[src/rtl/sargantana_icache_pkg.sv]
// Shared types and helpers for the icache victim-way selector.
// Holds the policy encoding and the LFSR tap masks.
package sargantana_icache_pkg;

    typedef enum logic [1:0] {
        REPL_LFSR = 2'd0,
        REPL_RR   = 2'd1,
        REPL_PLRU = 2'd2
    } repl_mode_e;

    localparam int unsigned LFSR_MAX_WIDTH = 32;

    // Tap masks for maximal-length XNOR Fibonacci LFSRs; zero marks an unsupported width.
    function automatic logic [LFSR_MAX_WIDTH-1:0] lfsr_taps(input int unsigned width);
        case (width)
            8:       return 32'h0000_008E;
            16:      return 32'h0000_D008;
            32:      return 32'h8020_0003;
            default: return '0;
        endcase
    endfunction

endpackage

[src/rtl/sargantana_icache_plru_tree.sv]
// Combinational tree pseudo-LRU: walks the tree to the victim way and computes the
// state after touching a way (path nodes flipped to point away from it).
module sargantana_icache_plru_tree #(
    parameter  int ICACHE_N_WAY = 4,
    localparam int WAY_W        = (ICACHE_N_WAY > 1) ? $clog2(ICACHE_N_WAY) : 1
) (
    input  logic [ICACHE_N_WAY-2:0] state,
    input  logic [WAY_W-1:0]        touch_way,
    output logic [WAY_W-1:0]        victim,
    output logic [ICACHE_N_WAY-2:0] state_next
);

    logic [ICACHE_N_WAY-2:0] walk;

    // Level l nodes start at index 2^l-1; the path prefix so far selects the node within the level.
    always_comb begin
        walk   = '0;
        victim = '0;
        for (int l = 0; l < WAY_W; l++) begin
            walk   = state >> ((1 << l) - 1 + int'(victim));
            victim = (victim << 1) | WAY_W'(walk[0]);
        end
    end

    genvar gi;
    generate
        for (gi = 0; gi < ICACHE_N_WAY - 1; gi++) begin : g_node
            localparam int LVL = $clog2(gi + 2) - 1;
            localparam int POS = gi + 1 - (1 << LVL);
            logic on_path;

            assign on_path        = (int'(touch_way >> (WAY_W - LVL)) == POS);
            assign state_next[gi] = on_path ? ~touch_way[WAY_W-1-LVL] : state[gi];
        end
    endgenerate

endmodule

[src/rtl/sargantana_icache_repl_sel.sv]
// Icache refill victim-way selector: invalid-way-first, then LFSR, round-robin or
// tree PLRU. One registered victim per request, 1-cycle latency, no stall.
module sargantana_icache_repl_sel
    import sargantana_icache_pkg::*;
#(
    parameter  int                    ICACHE_N_WAY = 4,
    parameter  int                    LFSR_WIDTH   = 8,
    parameter  logic [LFSR_WIDTH-1:0] LFSR_SEED    = '0,
    localparam int                    WAY_W        = (ICACHE_N_WAY > 1) ? $clog2(ICACHE_N_WAY) : 1
) (
    input  logic                    clk_i,
    input  logic                    rst_i,
    input  logic [1:0]              mode_i,
    input  logic                    req_i,
    input  logic [ICACHE_N_WAY-1:0] valid_ways_i,
    input  logic                    hit_i,
    input  logic [WAY_W-1:0]        hit_way_i,
    input  logic                    flush_i,
    output logic [WAY_W-1:0]        way_o,
    output logic                    way_valid_o
);

    localparam logic [LFSR_MAX_WIDTH-1:0] TAPS_ALL = lfsr_taps(LFSR_WIDTH);

    generate
        if (ICACHE_N_WAY < 1 || ICACHE_N_WAY > 16 ||
            (ICACHE_N_WAY & (ICACHE_N_WAY - 1)) != 0) begin : g_bad_ways
            $error("ICACHE_N_WAY must be a power of two in 1..16");
        end
        if (LFSR_WIDTH != 8 && LFSR_WIDTH != 16 && LFSR_WIDTH != 32) begin : g_bad_lfsr
            $error("LFSR_WIDTH must be 8, 16 or 32");
        end
        if (LFSR_SEED == '1) begin : g_bad_seed
            $error("LFSR_SEED must not be all-ones");
        end

        if (ICACHE_N_WAY == 1) begin : g_direct
            assign way_o = '0;

            always_ff @(posedge clk_i) begin
                if (rst_i) begin
                    way_valid_o <= 1'b0;
                end else begin
                    way_valid_o <= req_i;
                end
            end
        end else begin : g_assoc
            localparam logic [LFSR_WIDTH-1:0] TAPS = TAPS_ALL[LFSR_WIDTH-1:0];

            logic [LFSR_WIDTH-1:0]   lfsr_q, lfsr_next;
            logic [WAY_W-1:0]        rr_q;
            logic [ICACHE_N_WAY-2:0] plru_q, plru_hit_next, plru_after_hit, plru_refill_next, plru_next;
            logic [WAY_W-1:0]        plru_victim, refill_victim_unused;
            logic [WAY_W-1:0]        first_inv, victim;
            logic                    any_inv;
            logic [WAY_W-1:0]        way_reg;
            logic                    way_valid_reg;

            assign lfsr_next = {lfsr_q[LFSR_WIDTH-2:0], ~^(lfsr_q & TAPS)};

            // Hit touch first, then the refill touch on top of it, so refill wins shared nodes.
            sargantana_icache_plru_tree #(.ICACHE_N_WAY(ICACHE_N_WAY)) u_hit_tree (
                .state      (plru_q),
                .touch_way  (hit_way_i),
                .victim     (plru_victim),
                .state_next (plru_hit_next)
            );

            assign plru_after_hit = hit_i ? plru_hit_next : plru_q;

            sargantana_icache_plru_tree #(.ICACHE_N_WAY(ICACHE_N_WAY)) u_refill_tree (
                .state      (plru_after_hit),
                .touch_way  (victim),
                .victim     (refill_victim_unused),
                .state_next (plru_refill_next)
            );

            assign plru_next = req_i ? plru_refill_next : plru_after_hit;

            always_comb begin
                first_inv = '0;
                for (int i = ICACHE_N_WAY - 1; i >= 0; i--) begin
                    if (!valid_ways_i[i]) begin
                        first_inv = WAY_W'(i);
                    end
                end
            end

            assign any_inv = ~&valid_ways_i;

            always_comb begin
                victim = lfsr_q[WAY_W-1:0];
                if (any_inv) begin
                    victim = first_inv;
                end else begin
                    case (mode_i)
                        REPL_RR:   victim = rr_q;
                        REPL_PLRU: victim = plru_victim;
                        default:   victim = lfsr_q[WAY_W-1:0];
                    endcase
                end
            end

            always_ff @(posedge clk_i) begin
                if (rst_i) begin
                    lfsr_q        <= LFSR_SEED;
                    rr_q          <= '0;
                    plru_q        <= '0;
                    way_reg       <= '0;
                    way_valid_reg <= 1'b0;
                end else begin
                    way_valid_reg <= req_i;
                    if (req_i) begin
                        way_reg <= victim;
                        lfsr_q  <= lfsr_next;
                    end
                    // Power-of-two way count lets the increment wrap naturally.
                    if (flush_i) begin
                        rr_q   <= '0;
                        plru_q <= '0;
                    end else begin
                        if (req_i) begin
                            rr_q <= rr_q + 1'b1;
                        end
                        plru_q <= plru_next;
                    end
                end
            end

            assign way_o       = way_reg;
            assign way_valid_o = way_valid_reg;
        end
    endgenerate

endmodule

[config.mk]
export PLATFORM = sky130hd
export DESIGN_NAME = sargantana_icache_repl_sel
export DESIGN_NICKNAME = d
export VERILOG_FILES = /design/src/rtl/sargantana_icache_pkg.sv /design/src/rtl/sargantana_icache_plru_tree.sv /design/src/rtl/sargantana_icache_repl_sel.sv
export SDC_FILE = /design/constraint.sdc
export NUM_CORES = 1
export LEC_CHECK = 0
export CAP_MARGIN = 0
export CELL_PAD_IN_SITES_DETAIL_PLACEMENT = 1
export CELL_PAD_IN_SITES_GLOBAL_PLACEMENT = 2
export CORE_ASPECT_RATIO = 0.9
export CORE_UTILIZATION = 27
export DETAILED_ROUTE_END_ITERATION = 10
export PLACE_DENSITY = 0.75
export SLEW_MARGIN = 5
export SYNTH_ARGS = -nofsm -noshare
export SYNTH_HDL_FRONTEND = slang
export SYNTH_SLANG_ARGS = --single-unit
[constraint.sdc]
create_clock -name clk_i -period 1.5 [get_ports clk_i]
set_input_delay 0.3 -clock clk_i [delete_from_list [all_inputs] [get_ports clk_i]]
set_output_delay 0.3 -clock clk_i [all_outputs]
set_load 0.005 [all_outputs]
# ---- Word-level counts from Yosys, hierarchy flattened
# Cells that the tools add are included.
dict set report totals {
  ff_bits 16
  wordCells 34
}
dict set report op_classes {
  add_sub_neg 2
  n_eq_ne 2
  n_shift 1
  n_mux 12
  bitwise 5
  reduce_logical 6
}
# op n
set ops {}
lappend ops {{$logic_not 32->1} 2}
lappend ops {{$shr 3x32->1} 1}
lappend ops {{$mux 2} 5}
lappend ops {{$reduce_xnor 8->1} 1}
lappend ops {{$mux 3} 2}
lappend ops {{$mux 1} 4}
lappend ops {{$not 1->1} 4}
lappend ops {{$pmux 2 s2} 1}
lappend ops {{$reduce_and 4->1} 1}
lappend ops {{$add 1x1->2 const A} 1}
lappend ops {{$add 2x1->2 const B} 1}
lappend ops {{$eq 2x1->1 const B} 1}
lappend ops {{$eq 2x2->1 const B} 1}
lappend ops {{$or 2x1->2} 1}
lappend ops {{$reduce_bool 2->1} 1}
lappend ops {{$reduce_or 2->1} 1}

# ---- Longest topological paths before layout
# Gate-level depths: netlist of run 1.
dict set report logic_depth {
  word_depth 8
  depth_mapped 6
  mapped_depth_nobuf 6
}

# ---- Hierarchy
# Synthesis of run 1 repeated with hierarchy kept, for this count alone.
dict set report unflattened {
  cells_unflattened 89
  hier_area_um2 835.8
}
# mod instances cells_per_inst area_each_um2 seq_area_each_um2
set modules_own_cells {}
lappend modules_own_cells {sargantana_icache_repl_sel 1 75 743.2 320.3}
lappend modules_own_cells {sargantana_icache_plru_tree 2 7 46.3 0.0}

# ---- Worst setup path after synthesis of run 1
# No wires, ideal clock.
dict set report synth_timing {
  path_type {input -> register}
  start {input port mode_i[0]}
  end {register g_assoc.plru_q[1]}
  t_arrival_ns 1.477
  t_required_ns 1.404
  setup_slack_ns -0.073
  path_stages 6
  path_buffers 0
  path_cell_list {inv_1 > ha_1 > and2_4 > a2111oi_4 > a21oi_2 > o41ai_2}
}
dict set report synth_between {
  elab_chain_len 6
}
# element line
set synth_lines {}
lappend synth_lines {{start, declared} sargantana_icache_repl_sel.sv:13} ;# input logic [1:0] mode_i,
lappend synth_lines {{$eq 2x2->1 / $eq 2x1->1 (equally long branches)} sargantana_icache_repl_sel.sv:96} ;# case (mode_i)
lappend synth_lines {{$pmux 2 s2 (*)} sargantana_icache_repl_sel.sv:96}
lappend synth_lines {{$mux 2 (*)} sargantana_icache_repl_sel.sv:93} ;# if (any_inv) begin
lappend synth_lines {{$logic_not 32->1 / $not 1->1 (equally long branches)} {sargantana_icache_plru_tree.sv:32, sargantana_icache_plru_tree.sv:33}}
lappend synth_lines {{$mux 1 (*)} sargantana_icache_plru_tree.sv:33} ;# assign state_next[gi] = on_path ? ~touch_way[WAY_W-1-LVL] : state[gi];
lappend synth_lines {{$mux 3 (*)} sargantana_icache_repl_sel.sv:78} ;# assign plru_next = req_i ? plru_refill_next : plru_after_hit;
lappend synth_lines {{end signal, assigned} sargantana_icache_repl_sel.sv:125} ;# plru_q <= plru_next;
lappend synth_lines {{end, declared} sargantana_icache_repl_sel.sv:52} ;# logic [ICACHE_N_WAY-2:0] plru_q, plru_hit_next, plru_after_hit, plru_refill_next, plru_next;
# Mark *: on every way between the ends. The rest lies on a longest branch, timed or not.
# A chain may end at the register's enable or synchronous reset.

# ---- Worst setup path in the final report of run 1
dict set report layout_timing {
  start {input port mode_i[1]}
  end {register g_assoc.plru_q[2]}
}
dict set report layout_between {
  elab_chain_len 6
}
# element line
set layout_lines {}
lappend layout_lines {{$eq 2x2->1 / $eq 2x1->1 (equally long branches)} sargantana_icache_repl_sel.sv:96}
lappend layout_lines {{$pmux 2 s2 (*)} sargantana_icache_repl_sel.sv:96}
lappend layout_lines {{$mux 2 (*)} sargantana_icache_repl_sel.sv:93}
lappend layout_lines {{$not 1->1} sargantana_icache_plru_tree.sv:33}
lappend layout_lines {{$mux 1 (*)} sargantana_icache_plru_tree.sv:33}
lappend layout_lines {{$mux 3 (*)} sargantana_icache_repl_sel.sv:78}
# Marks and branches as above.

==> run summary, run 1 <==
Post-CTS setup buffer count: 0
CP startpoint kind: input port
Gr usage total: 12.4%
Clock Latency Late Sink: 280 ps
Largest net degree at the start of global routing: 13
Post-DP HPWL: 1460 um
Post-synthesis register bit count: 16
Leakage power: 0.456 nW
Yosys top cell area share: 39.5%
Die area: 3230 um2
Power per Cell Area: 811 nW/um2
Endpoints failing setup: 0
First-pass GRT wire length: 2880 um
Predominant post-synthesis flop cell: dfxtp_1
Peak VDD IR: 541 uV
Clk slew on worst S/H paths: 100 ps
Distinct cell type count after synthesis: 32
Worst reg-to-reg setup slack: 170 ps
Tmin final: 1470 ps
FP Rows: 18
Setup TNS: 0 ps
YS warnings: 0
Initial antenna violation count: 0
Vias in the first global route: 661
Remaining DRCs: 0
Synthesized area: 811 um2
Core area: 2790 um2
Final Max Tran Viols: 0
Hold_buf cts: 0
Slew @ Worst Pin: 310 ps
Max frequency: 682 MHz
Tcrit/Tclk final: 97.7%
CTS tree: built
Ant. Diodes: 0
Worst EP required: 1680 ps
1st-iter DRT viols: 10
Drt first pass iters: 2
Unrepaired setup endpoints after global routing: no
Area growth, synth to finish: 38.3%
TritonCTS buffer count: 3
Clock Sinks: 16
Syn Area/Cell: 9.77 um2
IO buf count: 15
# IOs: 16
Die H: 54.0 um
GP Congestion: 0.653
CP Capture Type: flop
Most common cell in the synthesized netlist: dfxtp_1
Ys async rst share: 0%
Post-Syn Nets: 98
Clock Path Buffers: 2
Vias per cell: 4.42
Synth area leaders: dfxtp_1, mux2i_1, nor2_1
Critical path type: input port to flop
Top cells by count, synth: dfxtp_1, nor2_1, mux2i_1
Leading area contributor after synthesis: dfxtp_1
CP max FO: 6
Initial Utilization: 29.0%
Proportion of layout cells with a drive suffix above 1: 23.9%
Pwr Total: 0.000909 W
GRT overflow: 0
Clk_skew: 9.97 ps
Root buf cell: clkbuf_4
Slew HR: 79.0%
Cells after Synth: 83
Avg WL per Cell: 11.7 um
WL final: 1750 um
Post-layout net count: 125
MaxCap Viol Count: 0
Status: complete, no violations
Via count: 658
Data arrival, critical path: 1650 ps
Post-synth EDFFs: 0
Hold Path Class: flop to flop
Seq/Total Area, Yosys: 39.5%
Die span in x: 59.8 um
Final Hold Fails: 0
Antenna viol nets, final: 0
Htree depth: 1
worst paths after layout:
check             depth (start not counted)                end               from
setup / recovery                          6  g_assoc.plru_q[2]          mode_i[1]
hold reg to reg                           2  g_assoc.lfsr_q[4]  g_assoc.lfsr_q[4]
setup reg to reg                          4  g_assoc.plru_q[2]  g_assoc.lfsr_q[1]
hold / removal                            2  g_assoc.lfsr_q[4]  g_assoc.lfsr_q[4]
cell families (layout without fill, tap and decap cells):
family                     Yosys count  count (layout)  share of synthesized area, %
AOI/OAI and AO/OA                   15              15                          18.1
xor gates and xnor gates             5               5                          5.40
adders and majority gates            2               2                          3.09
buffers and inverters                7              33                          3.55
DFF                                 16              16                          39.5
muxes                               11              11                          13.7
and+or+nand+nor                     27              27                          16.7
cell type report:
class | instances | area [um2]
Inverter | 4 | 15.0
Multi-Input combinational cell | 60 | 479
Tap cell | 40 | 50.0
Sequential cell | 16 | 320
Timing Repair Buffer | 25 | 220
Fill cell | 343 | 1670
Clock buffer | 4 | 36.3
flip-flops by register name (all words and copies together) (netlist names):
| register | flops |
|---|---|
| g_assoc.rr_q | 2 |
| way_o | 2 |
| way_valid_o | 1 |
| g_assoc.lfsr_q | 8 |
| g_assoc.plru_q | 3 |
layer usage:
metal | wire length [um] | up-vias | part of all wire [%] | track usage (%)
met5 | 0 | - | 0 | 0
met1 | 722 | 313 | 41 | 12.8
met2 | 999 | 4 | 57 | 24.8
met4 | 0 | 0 | 0 | 1.16
li1 | - | 341 | - | -
met3 | 23 | 0 | 1.3 | 4.33
report_power, final:
group | switching [W] | leakage [nW] | internal (W)
sequential | 0.0000113 | 0.130 | 0.000440
combinational | 0.0000740 | 0.304 | 0.0000965
clock | 0.000139 | 0.0210 | 0.000148
worst max-delay path, stage by stage:
cell and delay [ps]:
clkdlybuf4s15_1 220, ha_4 300, and3b_2 220, a211oi_4 340, a211o_1 190, o21ai_1 70
cell usage in the layout (no fill, tap or decap), types with 2 or more instances in the layout:
master	netlist	final
nand2_1	4	4
a21oi_1	3	3
clkdlybuf4s50_1	0	13
buf_4	0	10
clkbuf_4	0	3
nor2_1	13	13
dfxtp_1	16	16
nand2b_1	2	2
nand3_1	2	2
xnor2_1	4	4
mux2i_1	10	10
inv_1	4	3
metrics by stage:
stage / instance area [um2] / util (%) / hold slack (ps) / setup WS [ps] / instances
after floorplan: 823 / - / 378 / 12.3 / 83
after global placement: 1080 / 38.8 / 475 / -538 / 145
after detailed placement: 1080 / 38.8 / 485 / -600 / 145
after CTS: 1120 / 40.2 / 509 / 27.1 / 149
after global routing: 1120 / 40.1 / 539 / 3.36 / 149
final: 1120 / 40.1 / 500 / 34.7 / 149
timing repair:
action / in CTS / in global routing
setup endpoints to repair: 5 / 2
pin swaps: 4 / 3
resized for setup: 4 / 3
Note: power is estimated with default switching activity, not from simulation.
==> run 2, diff against run 1 <==
--- a/config.mk
+++ b/config.mk
@@ -10,6 +10,7 @@
 export CELL_PAD_IN_SITES_GLOBAL_PLACEMENT = 2
 export CORE_ASPECT_RATIO = 0.9
 export CORE_UTILIZATION = 27
+export CTS_BUF_LIST = sky130_fd_sc_hd__clkbuf_4 sky130_fd_sc_hd__clkbuf_8 sky130_fd_sc_hd__clkbuf_16
 export DETAILED_ROUTE_END_ITERATION = 10
 export PLACE_DENSITY = 0.75
 export SLEW_MARGIN = 5
==> results of run 2 <==
Same layout as run 1: the final DEF is identical, and so are final timing and power.
